## src/rtl/conv_pkg.sv

```systemverilog
// Shared constants, FSM state type and tap-index helper for the convolution MAC PE.
package conv_pkg;

    localparam int FILT_SIZE  = 3;
    localparam int FILT_TAPS  = 9;
    localparam int ROW_PIXELS = 5;

    typedef enum logic [1:0] {
        LOAD_W = 2'd0,
        RUN    = 2'd1,
        DRAIN  = 2'd2
    } pe_state_t;

    // Row-major weight index of filter tap (row r, column k).
    function automatic logic [3:0] tap_index(input logic [1:0] r, input logic [1:0] k);
        return ({2'b00, r} << 1) + {2'b00, r} + {2'b00, k};
    endfunction

endpackage

```

## src/rtl/conv_mac_dp.sv

```systemverilog
// Datapath of the convolution PE: 3x3 weight register file, pixel*weight product
// and the three column partial-sum accumulators.
module conv_mac_dp
    import conv_pkg::*;
#(
    parameter int DWIDTH = 8,
    parameter int WWIDTH = 8,
    parameter int OWIDTH = 21
) (
    input  logic              clk,
    input  logic              rst_n,
    input  logic              wt_we_i,
    input  logic [3:0]        wt_idx_i,
    input  logic [WWIDTH-1:0] wt_data_i,
    input  logic              acc_en_i,
    input  logic              clr_i,
    input  logic [DWIDTH-1:0] pix_i,
    input  logic [1:0]        k_i,
    input  logic [1:0]        w_i,
    input  logic [1:0]        r_i,
    output logic [OWIDTH-1:0] psum0_o,
    output logic [OWIDTH-1:0] psum1_o,
    output logic [OWIDTH-1:0] psum2_o
);

    localparam int PW = DWIDTH + WWIDTH + 1;

    logic signed [WWIDTH-1:0] wt_q   [FILT_TAPS];
    logic signed [OWIDTH-1:0] psum_q [FILT_SIZE];
    logic        [3:0]        tap_s;
    logic signed [PW-1:0]     pix_ext_s;
    logic signed [PW-1:0]     wt_ext_s;
    logic signed [PW-1:0]     prod_s;
    logic signed [OWIDTH-1:0] prod_ext_s;

    // Pixel is unsigned, so zero-extend it; the weight is sign-extended. The
    // product always fits in PW bits, so the truncated multiply is exact.
    assign tap_s      = tap_index(r_i, k_i);
    assign pix_ext_s  = {{WWIDTH{1'b0}}, pix_i};
    assign wt_ext_s   = {{(DWIDTH + 1){wt_q[tap_s][WWIDTH-1]}}, wt_q[tap_s]};
    assign prod_s     = pix_ext_s * wt_ext_s;
    assign prod_ext_s = {{(OWIDTH - PW){prod_s[PW-1]}}, prod_s};

    // Weight register file write port.
    always_ff @(posedge clk or negedge rst_n) begin
        if (!rst_n) begin
            for (int i = 0; i < FILT_TAPS; i++) begin
                wt_q[i] <= '0;
            end
        end else if (wt_we_i) begin
            wt_q[wt_idx_i] <= wt_data_i;
        end
    end

    // Column accumulators: clear after drain, otherwise fold the product into column w.
    always_ff @(posedge clk or negedge rst_n) begin
        if (!rst_n) begin
            for (int i = 0; i < FILT_SIZE; i++) begin
                psum_q[i] <= '0;
            end
        end else if (clr_i) begin
            for (int i = 0; i < FILT_SIZE; i++) begin
                psum_q[i] <= '0;
            end
        end else if (acc_en_i) begin
            psum_q[w_i] <= psum_q[w_i] + prod_ext_s;
        end
    end

    assign psum0_o = psum_q[0];
    assign psum1_o = psum_q[1];
    assign psum2_o = psum_q[2];

endmodule

```

## src/rtl/conv_mac_pe.sv

```systemverilog
// 3x3 convolution MAC PE: loads 9 weights, accumulates 27 streamed pixels into
// three column sums, then drains them in column order with a valid/ready handshake.
module conv_mac_pe #(
    parameter int DWIDTH = 8,
    parameter int WWIDTH = 8,
    parameter int OWIDTH = 21,
    parameter int CWIDTH = 16
) (
    input  logic              clk,
    input  logic              rst_n,
    input  logic [WWIDTH-1:0] wt_data,
    input  logic              wt_valid,
    output logic              wt_ready,
    input  logic [DWIDTH-1:0] pix_data,
    input  logic              pix_valid,
    output logic              pix_ready,
    output logic [OWIDTH-1:0] psum_data,
    output logic [1:0]        psum_col,
    output logic              psum_valid,
    input  logic              psum_ready,
    output logic [CWIDTH-1:0] grp_cnt,
    output logic              busy
);
    import conv_pkg::*;

    generate
        if (OWIDTH < DWIDTH + WWIDTH + 5) begin : g_owidth_chk
            $error("conv_mac_pe: OWIDTH must be at least DWIDTH+WWIDTH+5");
        end
    endgenerate

    pe_state_t         state_q, state_d;
    logic [3:0]        widx_q, widx_d;
    logic [1:0]        k_q, k_d, w_q, w_d, r_q, r_d, c_q, c_d;
    logic [CWIDTH-1:0] grp_q, grp_d;
    logic [OWIDTH-1:0] hold_q, hold_d;
    logic              wt_ready_s, pix_ready_s, wt_we_s, acc_en_s, clr_s, boundary_s;
    logic [3:0]        wt_idx_s;
    logic [OWIDTH-1:0] psum0_s, psum1_s, psum2_s;

    assign boundary_s = (k_q == 2'd0) && (w_q == 2'd0) && (r_q == 2'd0);

    // Next-state, counter and handshake decode.
    always_comb begin
        state_d     = state_q;
        widx_d      = widx_q;
        k_d         = k_q;
        w_d         = w_q;
        r_d         = r_q;
        c_d         = c_q;
        grp_d       = grp_q;
        hold_d      = hold_q;
        wt_ready_s  = 1'b0;
        pix_ready_s = 1'b0;
        wt_we_s     = 1'b0;
        wt_idx_s    = widx_q;
        acc_en_s    = 1'b0;
        clr_s       = 1'b0;
        case (state_q)
            LOAD_W: begin
                wt_ready_s = 1'b1;
                if (wt_valid) begin
                    wt_we_s = 1'b1;
                    if (widx_q == 4'd8) begin
                        widx_d  = 4'd0;
                        state_d = RUN;
                    end else begin
                        widx_d = widx_q + 4'd1;
                    end
                end else begin
                    widx_d = widx_q;
                end
            end
            RUN: begin
                // A weight offered at a group boundary starts a reload and beats any pixel.
                if (boundary_s && wt_valid) begin
                    wt_ready_s = 1'b1;
                    wt_we_s    = 1'b1;
                    wt_idx_s   = 4'd0;
                    widx_d     = 4'd1;
                    state_d    = LOAD_W;
                end else begin
                    pix_ready_s = 1'b1;
                    if (pix_valid) begin
                        acc_en_s = 1'b1;
                        if (k_q == 2'd2) begin
                            k_d = 2'd0;
                            if (w_q == 2'd2) begin
                                w_d = 2'd0;
                                if (r_q == 2'd2) begin
                                    r_d     = 2'd0;
                                    c_d     = 2'd0;
                                    hold_d  = psum0_s;
                                    state_d = DRAIN;
                                end else begin
                                    r_d = r_q + 2'd1;
                                end
                            end else begin
                                w_d = w_q + 2'd1;
                            end
                        end else begin
                            k_d = k_q + 2'd1;
                        end
                    end else begin
                        acc_en_s = 1'b0;
                    end
                end
            end
            DRAIN: begin
                if (psum_ready) begin
                    case (c_q)
                        2'd0: begin
                            c_d    = 2'd1;
                            hold_d = psum1_s;
                        end
                        2'd1: begin
                            c_d    = 2'd2;
                            hold_d = psum2_s;
                        end
                        default: begin
                            c_d     = 2'd0;
                            clr_s   = 1'b1;
                            grp_d   = grp_q + CWIDTH'(1);
                            state_d = RUN;
                        end
                    endcase
                end else begin
                    c_d = c_q;
                end
            end
            default: begin
                state_d = LOAD_W;
            end
        endcase
    end

    // Control state register.
    always_ff @(posedge clk or negedge rst_n) begin
        if (!rst_n) begin
            state_q <= LOAD_W;
            widx_q  <= 4'd0;
            k_q     <= 2'd0;
            w_q     <= 2'd0;
            r_q     <= 2'd0;
            c_q     <= 2'd0;
            grp_q   <= '0;
            hold_q  <= '0;
        end else begin
            state_q <= state_d;
            widx_q  <= widx_d;
            k_q     <= k_d;
            w_q     <= w_d;
            r_q     <= r_d;
            c_q     <= c_d;
            grp_q   <= grp_d;
            hold_q  <= hold_d;
        end
    end

    conv_mac_dp #(
        .DWIDTH(DWIDTH),
        .WWIDTH(WWIDTH),
        .OWIDTH(OWIDTH)
    ) u_dp (
        .clk      (clk),
        .rst_n    (rst_n),
        .wt_we_i  (wt_we_s),
        .wt_idx_i (wt_idx_s),
        .wt_data_i(wt_data),
        .acc_en_i (acc_en_s),
        .clr_i    (clr_s),
        .pix_i    (pix_data),
        .k_i      (k_q),
        .w_i      (w_q),
        .r_i      (r_q),
        .psum0_o  (psum0_s),
        .psum1_o  (psum1_s),
        .psum2_o  (psum2_s)
    );

    // Readies and busy are forced low while reset is held.
    assign wt_ready   = rst_n & wt_ready_s;
    assign pix_ready  = rst_n & pix_ready_s;
    assign busy       = rst_n & ~((state_q == RUN) && boundary_s);
    assign psum_valid = (state_q == DRAIN);
    assign psum_data  = hold_q;
    assign psum_col   = c_q;
    assign grp_cnt    = grp_q;

endmodule
```

## config.mk

```make
export PLATFORM = sky130hd
export DESIGN_NAME = conv_mac_pe
export DESIGN_NICKNAME = d
export VERILOG_FILES = /design/src/rtl/conv_pkg.sv /design/src/rtl/conv_mac_dp.sv /design/src/rtl/conv_mac_pe.sv
export SDC_FILE = /design/constraint.sdc
export NUM_CORES = 1
export LEC_CHECK = 0
export ABC_CLOCK_PERIOD_IN_PS = 17000
export CORE_AREA = 2 2 227 229
export CTS_CLUSTER_DIAMETER = 100
export DETAILED_ROUTE_END_ITERATION = 7
export DIE_AREA = 0 0 229 231
export GPL_TIMING_DRIVEN = 0
export PLACE_DENSITY = 0.44
export RECOVER_POWER = 50
export SLEW_MARGIN = 20
export SYNTH_ARGS = -nofsm -noshare
export SYNTH_HDL_FRONTEND = slang
export SYNTH_SLANG_ARGS = --single-unit
```

## constraint.sdc

```tcl
create_clock -name clk -period 17 [get_ports clk]
set_input_delay 1.7 -clock clk [delete_from_list [all_inputs] [get_ports clk]]
set_output_delay 1.7 -clock clk [all_outputs]
set_load 0.005 [all_outputs]
```

==> flow_metrics.tcl <==
set metrics [dict create \
    status "finished with violations" \
    violations "capacitance limit, slew limit" \
    preCtsSetupSlack_ns 8.11 \
    firstDrtPassIters 6 \
    clock-sinks 186 \
    netlist_instances 1108 \
    drcViolationCount 0 \
    syn_avg_cell_area_um2 10.8 \
    synthTopCellsByCount "186 x dfrtp_1, 103 x mux2_2, 100 x o21ai_0" \
    cts_hold_buf 0 \
    ios 64 \
    critPathKind "in -> out" \
    worstSetupStartpointType "input port" \
    vias_per_cell 4.51 \
    min_path_cells 1 \
    path_max_fanout 88 \
    rr_worst_depth 25 \
    port_buffers 63 \
    dieArea_um2 52900 \
    area_delta_synth_final_pct 17.6 \
    layout.nets 1336 \
    synth-seq-cells 186 \
    postCtsSetupBuffers 0 \
    period_needed_ns 8.91 \
    ant_nets 0 \
    root_buffer "clkbuf_16" \
    maxSlewViolCount 104 \
    rows 83 \
    relSlewSlack_pct -164 \
    gp_congestion 0.765 \
    clk_pin_slew_ns 0.08 \
    grt_max_degree 89 \
    htree_levels 4 \
    wl_per_cell_um 17.2 \
    numCtsBuffers 17 \
    setup_slack_ns 8.09 \
    synth.top_cell.area_share_pct 38.9 \
    yosys.area.top_type "dfrtp_1" \
    rsz0062_at_grt "no" \
    fin_setup_tns_ns 0 \
    drtIter0Drc 524 \
    grt_pass1_vias 8741 \
    crit_arrival_ns 7.21 \
    fin_worst_skew_ns 0.0151 \
    hold_viol_final 0 \
    dp_cells 1853 \
    hp-class "reg -> reg" \
    synth_nets 1252 \
    whs_ns 0.498 \
    r2r_slack_ns 8.18 \
    synth_area_um2 12000 \
    setup_viol 0 \
    grt_pass1_wl_um 51300 \
    synth-edff-count 0 \
    ys_types 59 \
    tightest_slew_ns 3.96 \
    wirelength_um 32400 \
    clk_latency_ns 0.48 \
    antenna_found_initial 5 \
    async_flop_share_pct 100 \
    antenna_cells 0 \
    synthTopCellsByArea "dfrtp_1 39%, mux2_2 9.7%, fa_1 9.0%" \
    synth_ff_type "dfrtp_1" \
    clock_path_buffers 2 \
    dp_hpwl_um 24000 \
    finalCritPeriodShare_pct 52.4 \
    start_util_pct 23.6 \
    cp-end-kind "output port" \
    post_cts_resized 0 \
    track_usage_pct 12.7 \
    cp.required_ns 15.30 \
    ys_seq_area_share_pct 38.9 \
    core-area_um2 50700 \
    via_count 8509 \
    cts_tree "built" \
    die_width_um 229 \
    fmax_mhz 112 \
    yosysMostFrequentCell "dfrtp_1" \
    finalNonFillerCells 1885 \
    yosysWarnings 0 \
    cap_viol_max_count 2 \
    die_h_um 231 \
    layout-drive-gt1-share_pct 14.6 \
    overflow 0 \
]
[worst max-delay path: stages]
cell and delay (ns):
clkbuf_1 1.41, clkbuf_1 2.86, buf_16 0.35, nand2b_1 0.09, a21oi_1 0.15, clkdlybuf4s50_1 0.53
[logic make-up (layout without fill, tap and decap cells)]
family / after synthesis / after routing / synth area share (%)
simple gates: 297 / 297 / 13.1
flops: 186 / 186 / 38.9
compound gates: 179 / 179 / 8.97
mux: 161 / 161 / 16.2
buf+inv: 131 / 228 / 4.25
fa+ha+maj: 123 / 123 / 16.3
xor+xnor: 31 / 31 / 2.27
[state kept, by name, summed over array words and instances (netlist names)]
signal and flops:
grp_cnt 16, k_q 2, psum_col 2, psum_data 21
r_q 2, state_q 2, u_dp.psum0_o 21, u_dp.psum1_o 21
u_dp.psum2_o 21, u_dp.wt_q 72, w_q 2, widx_q 4
[area by class of cell]
class / instances / area (um^2)
Buffer: 49 / 200
Clock buffer: 18 / 439
Inverter: 82 / 308
Timing Repair Buffer: 65 / 656
Fill cell: 5397 / 36600
Sequential cell: 186 / 4650
Tap cell: 680 / 851
Clock inverter: 14 / 148
Multi-Input combinational cell: 791 / 6810
[final timing paths]
kind                                    end   startpoint
hold reg to reg                 grp_cnt[15]  grp_cnt[15]
setup / recovery                   wt_ready        rst_n
setup reg to reg           u_dp.psum0_o[19]       k_q[1]
max in group asynchronous      u_dp.wt_q[0]        rst_n
min in group asynchronous   u_dp.psum1_o[3]        rst_n
hold / removal                  grp_cnt[15]  grp_cnt[15]
[cell usage in the layout, fill, tap and decap left out, drive strengths merged, types with 7 or more instances in the layout]
master         Yosys  layout
a22o               7       7
fa                54      54
o21ai            100     100
and2              33      33
clkdlybuf4s50      0      54
xnor2             22      22
a21oi             23      23
buf               13      14
nand2b             8       8
nor2              33      33
dlygate4sd3        0       8
a21o              11      11
xor2               9       9
mux4              16      16
nor3              12      12
nand3             81      81
or4                7       7
mux2i             42      42
mux2             103     103
nand2             88      88
clkbuf            36      56
o21a               7       7
dfrtp            186     186
inv               82      91
ha                69      69
[per-stage QoR]
step,utilization [%],instance area (um^2)
floorplan,-,12000
global placement,26.5,13400
detailed placement,26.7,13500
CTS,27.8,14100
global route,27.7,14100
finish,27.7,14100
[metal layers]
metal / global-route usage (%) / part of all wire (%) / wire length, um
met4: 5.30 / 2.4 / 791
met2: 19.9 / 46 / 15000
met1: 16.9 / 46 / 15000
met3: 2.63 / 4.6 / 1500
met5: 0 / 0.14 / 46
Power is left out: the tool's default activity adds up to more than one toggle a clock period on the data nets, which glitch-free logic cannot reach.
